### src/rtl/sig_mix.sv
// sig_mix: two-stage complex mixer joining an LO stream with an I/Q stream.
// Define SIG_MIX_CONJ_EN to multiply by conj(lo) (downshift) instead of lo (upshift).
module sig_mix #(
  parameter  int n_bits = 8,
  parameter  int i_bits = 8,
  localparam int o_bits = n_bits + i_bits + 1
) (
  input  logic                     clk,
  input  logic                     reset,
  input  logic                     lo_tvalid,
  input  logic signed [n_bits-1:0] lo_cos,
  input  logic signed [n_bits-1:0] lo_sin,
  output logic                     lo_tready,
  input  logic                     x_tvalid,
  input  logic signed [i_bits-1:0] xi,
  input  logic signed [i_bits-1:0] xq,
  output logic                     x_tready,
  output logic                     y_tvalid,
  output logic signed [o_bits-1:0] yi,
  output logic signed [o_bits-1:0] yq,
  input  logic                     y_tready
);

  localparam int p_bits = n_bits + i_bits;

  logic v1_q, v1_d;
  logic v2_q, v2_d;
  logic adv1, adv2;
  logic join_ok;

  logic signed [p_bits-1:0] ic_q, qs_q, is_q, qc_q;
  logic signed [p_bits-1:0] ic_d, qs_d, is_d, qc_d;

  logic signed [o_bits-1:0] ic_x, qs_x, is_x, qc_x;
  logic signed [o_bits-1:0] yi_q, yi_d;
  logic signed [o_bits-1:0] yq_q, yq_d;

  // Handshake: a stage advances when it is empty or the next stage advances
  always_comb begin
    adv2      = !v2_q | y_tready;
    adv1      = !v1_q | adv2;
    join_ok   = lo_tvalid & x_tvalid & adv1 & !reset;
    x_tready  = lo_tvalid & adv1 & !reset;
    lo_tready = x_tvalid & adv1 & !reset;
    v1_d      = adv1 ? (lo_tvalid & x_tvalid) : v1_q;
    v2_d      = adv2 ? v1_q : v2_q;
  end

  // Stage-1 products at full n_bits+i_bits width
  always_comb begin
    ic_d = p_bits'(xi) * p_bits'(lo_cos);
    qs_d = p_bits'(xq) * p_bits'(lo_sin);
    is_d = p_bits'(xi) * p_bits'(lo_sin);
    qc_d = p_bits'(xq) * p_bits'(lo_cos);
  end

  // Stage-1 product registers, qualified only by v1 so left unreset
  always_ff @(posedge clk) begin
    if (join_ok) begin
      ic_q <= ic_d;
      qs_q <= qs_d;
      is_q <= is_d;
      qc_q <= qc_d;
    end
  end

  // Stage-2 sums, sign-extended by one bit so they never overflow
  always_comb begin
    ic_x = o_bits'(ic_q);
    qs_x = o_bits'(qs_q);
    is_x = o_bits'(is_q);
    qc_x = o_bits'(qc_q);
    yi_d = yi_q;
    yq_d = yq_q;
    if (adv2 && v1_q) begin
`ifdef SIG_MIX_CONJ_EN
      yi_d = ic_x + qs_x;
      yq_d = qc_x - is_x;
`else
      yi_d = ic_x - qs_x;
      yq_d = is_x + qc_x;
`endif
    end
  end

  // Valid flags and output registers, cleared asynchronously
  always_ff @(posedge clk or posedge reset) begin
    if (reset) begin
      v1_q <= 1'b0;
      v2_q <= 1'b0;
      yi_q <= '0;
      yq_q <= '0;
    end else begin
      v1_q <= v1_d;
      v2_q <= v2_d;
      yi_q <= yi_d;
      yq_q <= yq_d;
    end
  end

  assign y_tvalid = v2_q;
  assign yi       = yi_q;
  assign yq       = yq_q;

endmodule

### config.mk
export PLATFORM = sky130hd
export DESIGN_NAME = sig_mix
export DESIGN_NICKNAME = d
export VERILOG_FILES = /design/src/rtl/sig_mix.sv
export SDC_FILE = /design/constraint.sdc
export NUM_CORES = 1
export LEC_CHECK = 0
export CORE_MARGIN = 8
export CORE_UTILIZATION = 25
export DETAILED_ROUTE_END_ITERATION = 12
export DONT_BUFFER_PORTS = 1
export PLACE_DENSITY_LB_ADDON = 0.1
export SLEW_MARGIN = 5
export SYNTH_ARGS = -nofsm -noshare
export SYNTH_HDL_FRONTEND = slang
export SYNTH_SLANG_ARGS = --single-unit
### constraint.sdc
create_clock -name clk -period 2.8 [get_ports clk]
set_clock_uncertainty 0.15 [all_clocks]
set_input_delay 0.7 -clock clk [delete_from_list [all_inputs] [get_ports clk]]
set_output_delay 0.7 -clock clk [all_outputs]
set_load 0.02 [all_outputs]
==> flow_summary_export.csv, run 1 <==
group,metric,value,unit
critical_path,critPathMaxStageDelay,0.55,ns
clock_network,clock_tree.buffer_depth,2,
timing,maxSlewViolCount,0,
timing,slew-limit-headroom,0.631,
place,place_congestion,0.761,
critical_path,path_cells,"and2_4 -> fa_1 -> inv_2 -> fa_1 -> inv_2 -> fa_1 -> inv_1 -> fa_1 -> inv_2 -> ha_4 -> a21o_1 -> a21o_1 -> o21ai_4 -> o21ai_4 -> o31ai_4 -> xnor2_4",
synth,ys_seq_area_frac,0.189,
critical_path,criticalPathCategory,"input port to flop",
critical_path,path_max_fanout,16,
clock_network,cts_tree,"yes",
critical_path,cp.required,2.75,ns
clock_network,cts_made_buffers,9,
routing,drtIter0Drc,493,
routing,vias,10461,
routing,wl,39300,um
floorplanning,ios,74,
routing,drt_first_pass_iters,5,
floorplanning,start_util,0.253,
global_routing,grt_max_degree,43,
timing,setup_viol,44,
synth,yosys_register_bits,100,
synth,syn-num-nets,1983,
timing,fmax,224,MHz
outcome,violations,"setup timing",
global_routing,globalRouteTotalUtil,0.121,
clock_network,worstSkewPairLatency,0.36,ns
floorplanning,die_w,260,um
power,seq_power_share,0.159,
power,p_leak,8.29,nW
power,switching_share,0.445,
critical_path,rrSetupSlack,0.20,ns
synth,async_flop_share,0.360,
clock_network,root_buffer,"clkbuf_16",
timing,fin_crit,4.46,ns
power,p_per_area,1010,nW/um^2
power,power.total,18.5,mW
final_layout,syn_to_final_growth,23.5,%
place,hpwl,31500,um
final_layout,drive_gt1_frac,0.236,
clock_network,htreeDepth,3,
final_layout,most-common-layout-cells,"inv_1, fa_1, and2_1",
critical_path,crit_arrival,4.41,ns
synth,synth-main-ff-cell,"edfxtp_1",
synth,netlist_area,14900,um^2
routing,wire_per_inst,15.9,um
floorplanning,num_rows,89,
timing,rsz0062_at_grt,"true",
timing,tns,-48.93,ns
power,clkPwrFrac,0.064,
synth,ys_warn_count,0,
global_routing,grt_pass1_wl,64300,um
clock_network,cts_hold_buffers,0,
floorplanning,core_area,59000,um^2
global_routing,overflow,0,
synth,netlist_instances,1576,
final_layout,layout.nets,2099,
final_layout,n_antenna_cell,0,
final_layout,layout_commonest_cell,"inv_1",
timing,setup_slack,-1.66,ns
power,p_int,10.3,mW
synth,syn_area_per_cell,9.46,um^2
floorplanning,die_height,260,um
critical_path,slowest_stage,"fa_1",
critical_path,crit_path_end_kind,"flop",
timing,tightest_slew,0.553,ns
flow_run,maxCapViolCount,0,
clock_network,clock_sinks,100,
routing,via_per_inst,4.24,
critical_path,startpoint_type,"input port",
global_routing,antenna_found_initial,0,
synth,synthDistinctLibCells,58,
timing,hold_viol_final,0,
clock_network,clk_pin_slew,0.07,ns
routing,drc,0,
floorplanning,die-area,67700,um^2
power,pwr-share-comb,0.777,
routing,detail-route-antenna-nets,0,
outcome,status,"complete, but fails checks",
power,p_sw,8.24,mW
place,portBuffers,0,
global_routing,grt_pass1_vias,11279,
timing,timing.final.crit_share,1.59,
hold_path,hold_class,"input port to asynchronous set/reset pin",
power,ir_worst_vdd,0.000488,V
synth,synth_edf_count,64,
critical_path,timing.critical_path.mode_cell,"fa_1",
sequential cells by signal, indices dropped and copies added, names as in the netlist:
signal    cells
qs_q         16
y_tvalid      1
qc_q         16
is_q         16
yq           17
yi           17
ic_q         16
v1_q          1
layout make-up:
cell class | count | area, um^2
Fill cell | 6211 | 40600
Multi-Input combinational cell | 1077 | 11700
Sequential cell | 100 | 2820
Inverter | 354 | 1340
Timing Repair Buffer | 150 | 1270
Tap cell | 773 | 967
Clock buffer | 11 | 233
Clock inverter | 5 | 28.8
cells in the mapped netlist, drive strengths merged, types with 19 or more instances:
| cell | count | area share |
|---|---|---|
| nand2 | 106 | 0.027 |
| xnor2 | 61 | 0.036 |
| and2 | 172 | 0.072 |
| fa | 222 | 0.30 |
| clkbuf | 43 | 0.011 |
| nor2b | 27 | 0.012 |
| inv | 354 | 0.089 |
| a21oi | 44 | 0.015 |
| o21ai | 54 | 0.018 |
| nor2 | 48 | 0.012 |
| ha | 148 | 0.12 |
| edfxtp | 64 | 0.13 |
| nand3 | 19 | 0.0064 |
| nand2b | 20 | 0.0084 |
| dfrtp | 36 | 0.060 |
final timing paths:
path                            from        to  cells after the start
max                            xq[6]  qs_q[15]                     16
min                            reset    yi[12]                      2
max reg2reg                  qs_q[0]    yi[14]                      8
min reg2reg                  qs_q[0]     yi[0]                      2
max in group asynchronous      reset    yq[15]                      2
min in group clk           lo_tvalid      v1_q                      1
per-stage QoR:
stage               cell area (um^2)  setup slack [ns]  utilization  instances  hold WS [ns]
finish                         18400             -1.66        0.312       2470         0.166
global route                   18400             -1.80        0.312       2470         0.211
CTS                            18000             -1.66        0.305       2466         0.176
detailed placement             17100             -2.53        0.289       2442         0.394
floorplan                      15400             -1.91            -       1576         0.344
global placement               17100             -2.58        0.289       2442         0.394
timing repair:
action                     4_1_cts  5_1_grt
pin swaps                       89       73
gates cloned                     0        0
setup endpoints to repair       44       44
hold endpoints to repair         0        0
buffers inserted                19        7
gates resized for setup        140       88
metal layers:
layer  vias to the layer above  wire [um]  GRT usage
met2                       118      16600      0.180
met4                         0        441     0.0246
met3                        16       1690     0.0214
met1                      5164      20600      0.181
li1                       5163          -          -
met5                         -          0          0
critical path: cells and delay by family:
family	cells	cell delay (ns)
xor gates and xnor gates	1	0.14
and+or+nand+nor	1	0.14
adders and majority gates	5	2.27
buffers and inverters	4	0.19
AOI/OAI and AO/OA	5	0.97
cells by family after synthesis:
group           after synthesis  share of synthesized area
flops                       100                      0.189
buf+inv                     399                      0.100
compound gates              191                     0.0834
xor+xnor                     77                     0.0452
simple gates                435                      0.156
fa+ha+maj                   370                      0.422
mux                           4                    0.00285
power by group through the flow:
| stage | sequential [mW] | combinational (mW) | clock (mW) |
|---|---|---|---|
| detailed placement | 3.01 | 12.1 | 0 |
| CTS | 2.98 | 13.6 | 1.25 |
| floorplan | 2.86 | 7.72 | 0 |
| global route | 3.01 | 16.1 | 1.28 |
| global placement | 3.01 | 12.1 | 0 |
| finish | 2.95 | 14.4 | 1.18 |
Power figures use the tool's default switching activity.
==> run 2, diff against run 1 <==
Settings changed: HOLD_SLACK_MARGIN from default to 0.06.
==> results of run 2 <==
The final DEF is identical to that of run 1; final timing and power are the same.
==> run 3, diff against run 2 <==
Settings changed: CORE_UTILIZATION 25 to 60.
==> run 3 against run 2 <==
Against the previous run:
- the flow still finishes with violations (setup timing)
- cell area decreased by 4.1%
- register-to-register slack gained 0.08 ns
- first-iteration DRC count increased by 40%
- via count increased by 2.0%
- non-clock buffer count down 19
- sequential share of layout area rose by 0.66 points
- combinational power barely moved
- clock-buffer cell count grew 1
- worst hold slack gained 0.028 ns
- sequential power down 1%
- critical endpoint is now ic_q[15]
- largest power group unchanged
==> flow_summary_export.csv, run 3 (synthesized netlist as in run 1, its figures left out) <==
group,metric,value,unit
outcome,status,"complete, but fails checks",
outcome,violations,"setup timing",
floorplanning,die-area,30100,um^2
global_routing,grt_pass1_wl,54300,um
power,power.total,18.2,mW
global_routing,overflow,0,
timing,tightest_slew,0.748,ns
final_layout,syn_to_final_growth,18.4,%
timing,timing.final.crit_share,1.59,
critical_path,crit_arrival,4.38,ns
critical_path,startpoint_type,"input port",
clock_network,htreeDepth,3,
timing,slew-limit-headroom,0.502,
timing,fmax,225,MHz
critical_path,criticalPathCategory,"input port to flop",
routing,wire_per_inst,16.5,um
critical_path,crit_start,"lo_cos[2]",
floorplanning,start_util,0.611,
place,portBuffers,0,
timing,hold_viol_final,0,
routing,detail-route-antenna-nets,0,
place,place_area,16300,um^2
critical_path,timing.critical_path.mode_cell,"fa_1",
critical_path,rr_worst_depth,8,
critical_path,slowest_stage,"fa_1",
timing,fin_crit,4.44,ns
routing,drtIter0Drc,688,
clock_network,cts_made_buffers,9,
clock_network,root_buffer,"clkbuf_16",
power,p_per_area,1030,nW/um^2
place,pre_cts_ws,-2.13,ns
place,hpwl,25500,um
place,place_congestion,0.854,
critical_path,path_cells,"and2_4 -> fa_1 -> inv_2 -> fa_1 -> inv_1 -> fa_1 -> inv_2 -> fa_1 -> inv_2 -> ha_4 -> a21o_1 -> a21o_1 -> o211ai_1 -> a31oi_1 -> nor2_1 -> xnor2_2",
clock_network,worstSkewPairLatency,0.34,ns
flow_run,maxCapViolCount,0,
clock_network,cts_hold_buffers,0,
final_layout,layout_commonest_cell,"inv_1",
final_layout,multi_input_area,11700,um^2
timing,maxSlewViolCount,0,
timing,rsz0062_at_grt,"true",
final_layout,n_antenna_cell,0,
timing,setup_viol,44,
routing,via_per_inst,5.33,
global_routing,grt_max_degree,65,
routing,drc,0,
global_routing,globalRouteTotalUtil,0.219,
critical_path,rrSetupSlack,0.28,ns
critical_path,rr_startpoint,"qs_q[0]",
final_layout,drive_gt1_frac,0.234,
hold_path,hold_class,"input port to asynchronous set/reset pin",
final_layout,num-fill-cells,1793,
critical_path,critPathMaxStageDelay,0.55,ns
clock_network,clock_tree.buffer_depth,2,
floorplanning,die_height,174,um
global_routing,antenna_found_initial,0,
critical_path,path_max_fanout,16,
critical_path,cp.required,2.73,ns
final_layout,final_area,17700,um^2
final_layout,most-common-layout-cells,"inv_1, fa_1, and2_1",
global_routing,grt_pass1_vias,10874,
critical_path,path_delay_family,"adder cells",
routing,vias,10674,
clock_network,cts_tree,"yes",
final_layout,seqCellArea,2820,um^2
routing,wl,33100,um
clock_network,clk_pin_slew,0.07,ns
critical_path,crit_path_end_kind,"flop",
power,p_leak,8.20,nW
routing,drt_first_pass_iters,5,
floorplanning,num_rows,57,
final_layout,layout.nets,2080,
floorplanning,die_w,174,um
critical_path,rr_endpoint,"yi[14]",
critical_path,path_buf_inv,4,
power,ir_worst_vdd,0.000702,V
floorplanning,ios,74,
clock_network,clock_sinks,100,
floorplanning,core_area,24400,um^2
timing,setup_slack,-1.64,ns
run 3: cell types whose count changed in the layout (fill, tap and decap cells not counted), sizes merged:
cell	previous run	this run
clkinvlp	2	1
clkbuf	11	12
clkinv	5	3
inv	352	354
buf	150	131
run 3: worst register-to-register path, stage by stage (launching register included):
cell and delay (ns):
edfxtp_1 0.37, ha_1 0.22, fa_1 0.44, nor2b_4 0.15, o31a_4 0.15, o31ai_2 0.07
o31a_1 0.35, or4_1 0.48, nand3_1 0.09
run 3: how the worst max path moves through the flow:
| stage | to | slack, ns | cells past startpoint |
|---|---|---|---|
| 2_1_floorplan | is_q[15] | -1.91 | 17 |
| 3_3_place_gp | ic_q[15] | -1.94 | 16 |
| 3_5_place_dp | is_q[15] | -2.13 | 16 |
| 4_1_cts | ic_q[15] | -1.57 | 16 |
| 5_1_grt | ic_q[15] | -1.73 | 16 |
| 6_report | ic_q[15] | -1.64 | 16 |
run 3: what timing repair did:
item,4_1_cts,5_1_grt
gates resized for setup,118,114
pin swaps,94,78
endpoints found under the setup margin,44,44
gates cloned,0,0
buffers inserted,12,12
run 3: layout make-up:
cell class                 instances  share of cell area
multi-input combinational       1077               0.664
clock buffer                      12              0.0134
sequential                       100               0.160
clock inverter                     4             0.00156
timing repair buffer             131              0.0627
tap                              324              0.0230
inverter                         354              0.0755
run 3: routing by layer:
metal | track usage | share of wire | wire, um | vias up
li1 | - | - | - | 5109
met1 | 0.309 | 0.45 | 15000 | 5264
met2 | 0.352 | 0.47 | 15600 | 276
met3 | 0.0394 | 0.067 | 2210 | 25
met4 | 0.0406 | 0.0093 | 307 | 0
met5 | 0 | 0 | 0 | -
run 3: through the flow:
step / cells / util / TNS, ns / hold WS [ns]
floorplan: 1576 / - / -62.46 / 0.344
global placement: 1972 / 0.669 / -65.55 / 0.383
detailed placement: 1972 / 0.669 / -67.80 / 0.403
CTS: 1994 / 0.703 / -48.62 / 0.205
global route: 2002 / 0.724 / -53.98 / 0.233
finish: 2002 / 0.724 / -49.90 / 0.195
run 3: power breakdown:
group          switching, mW  leakage (nW)  internal (mW)
registers              0.468          1.03           2.44
clock network          0.549         0.131          0.607
logic                   7.03          7.04           7.15
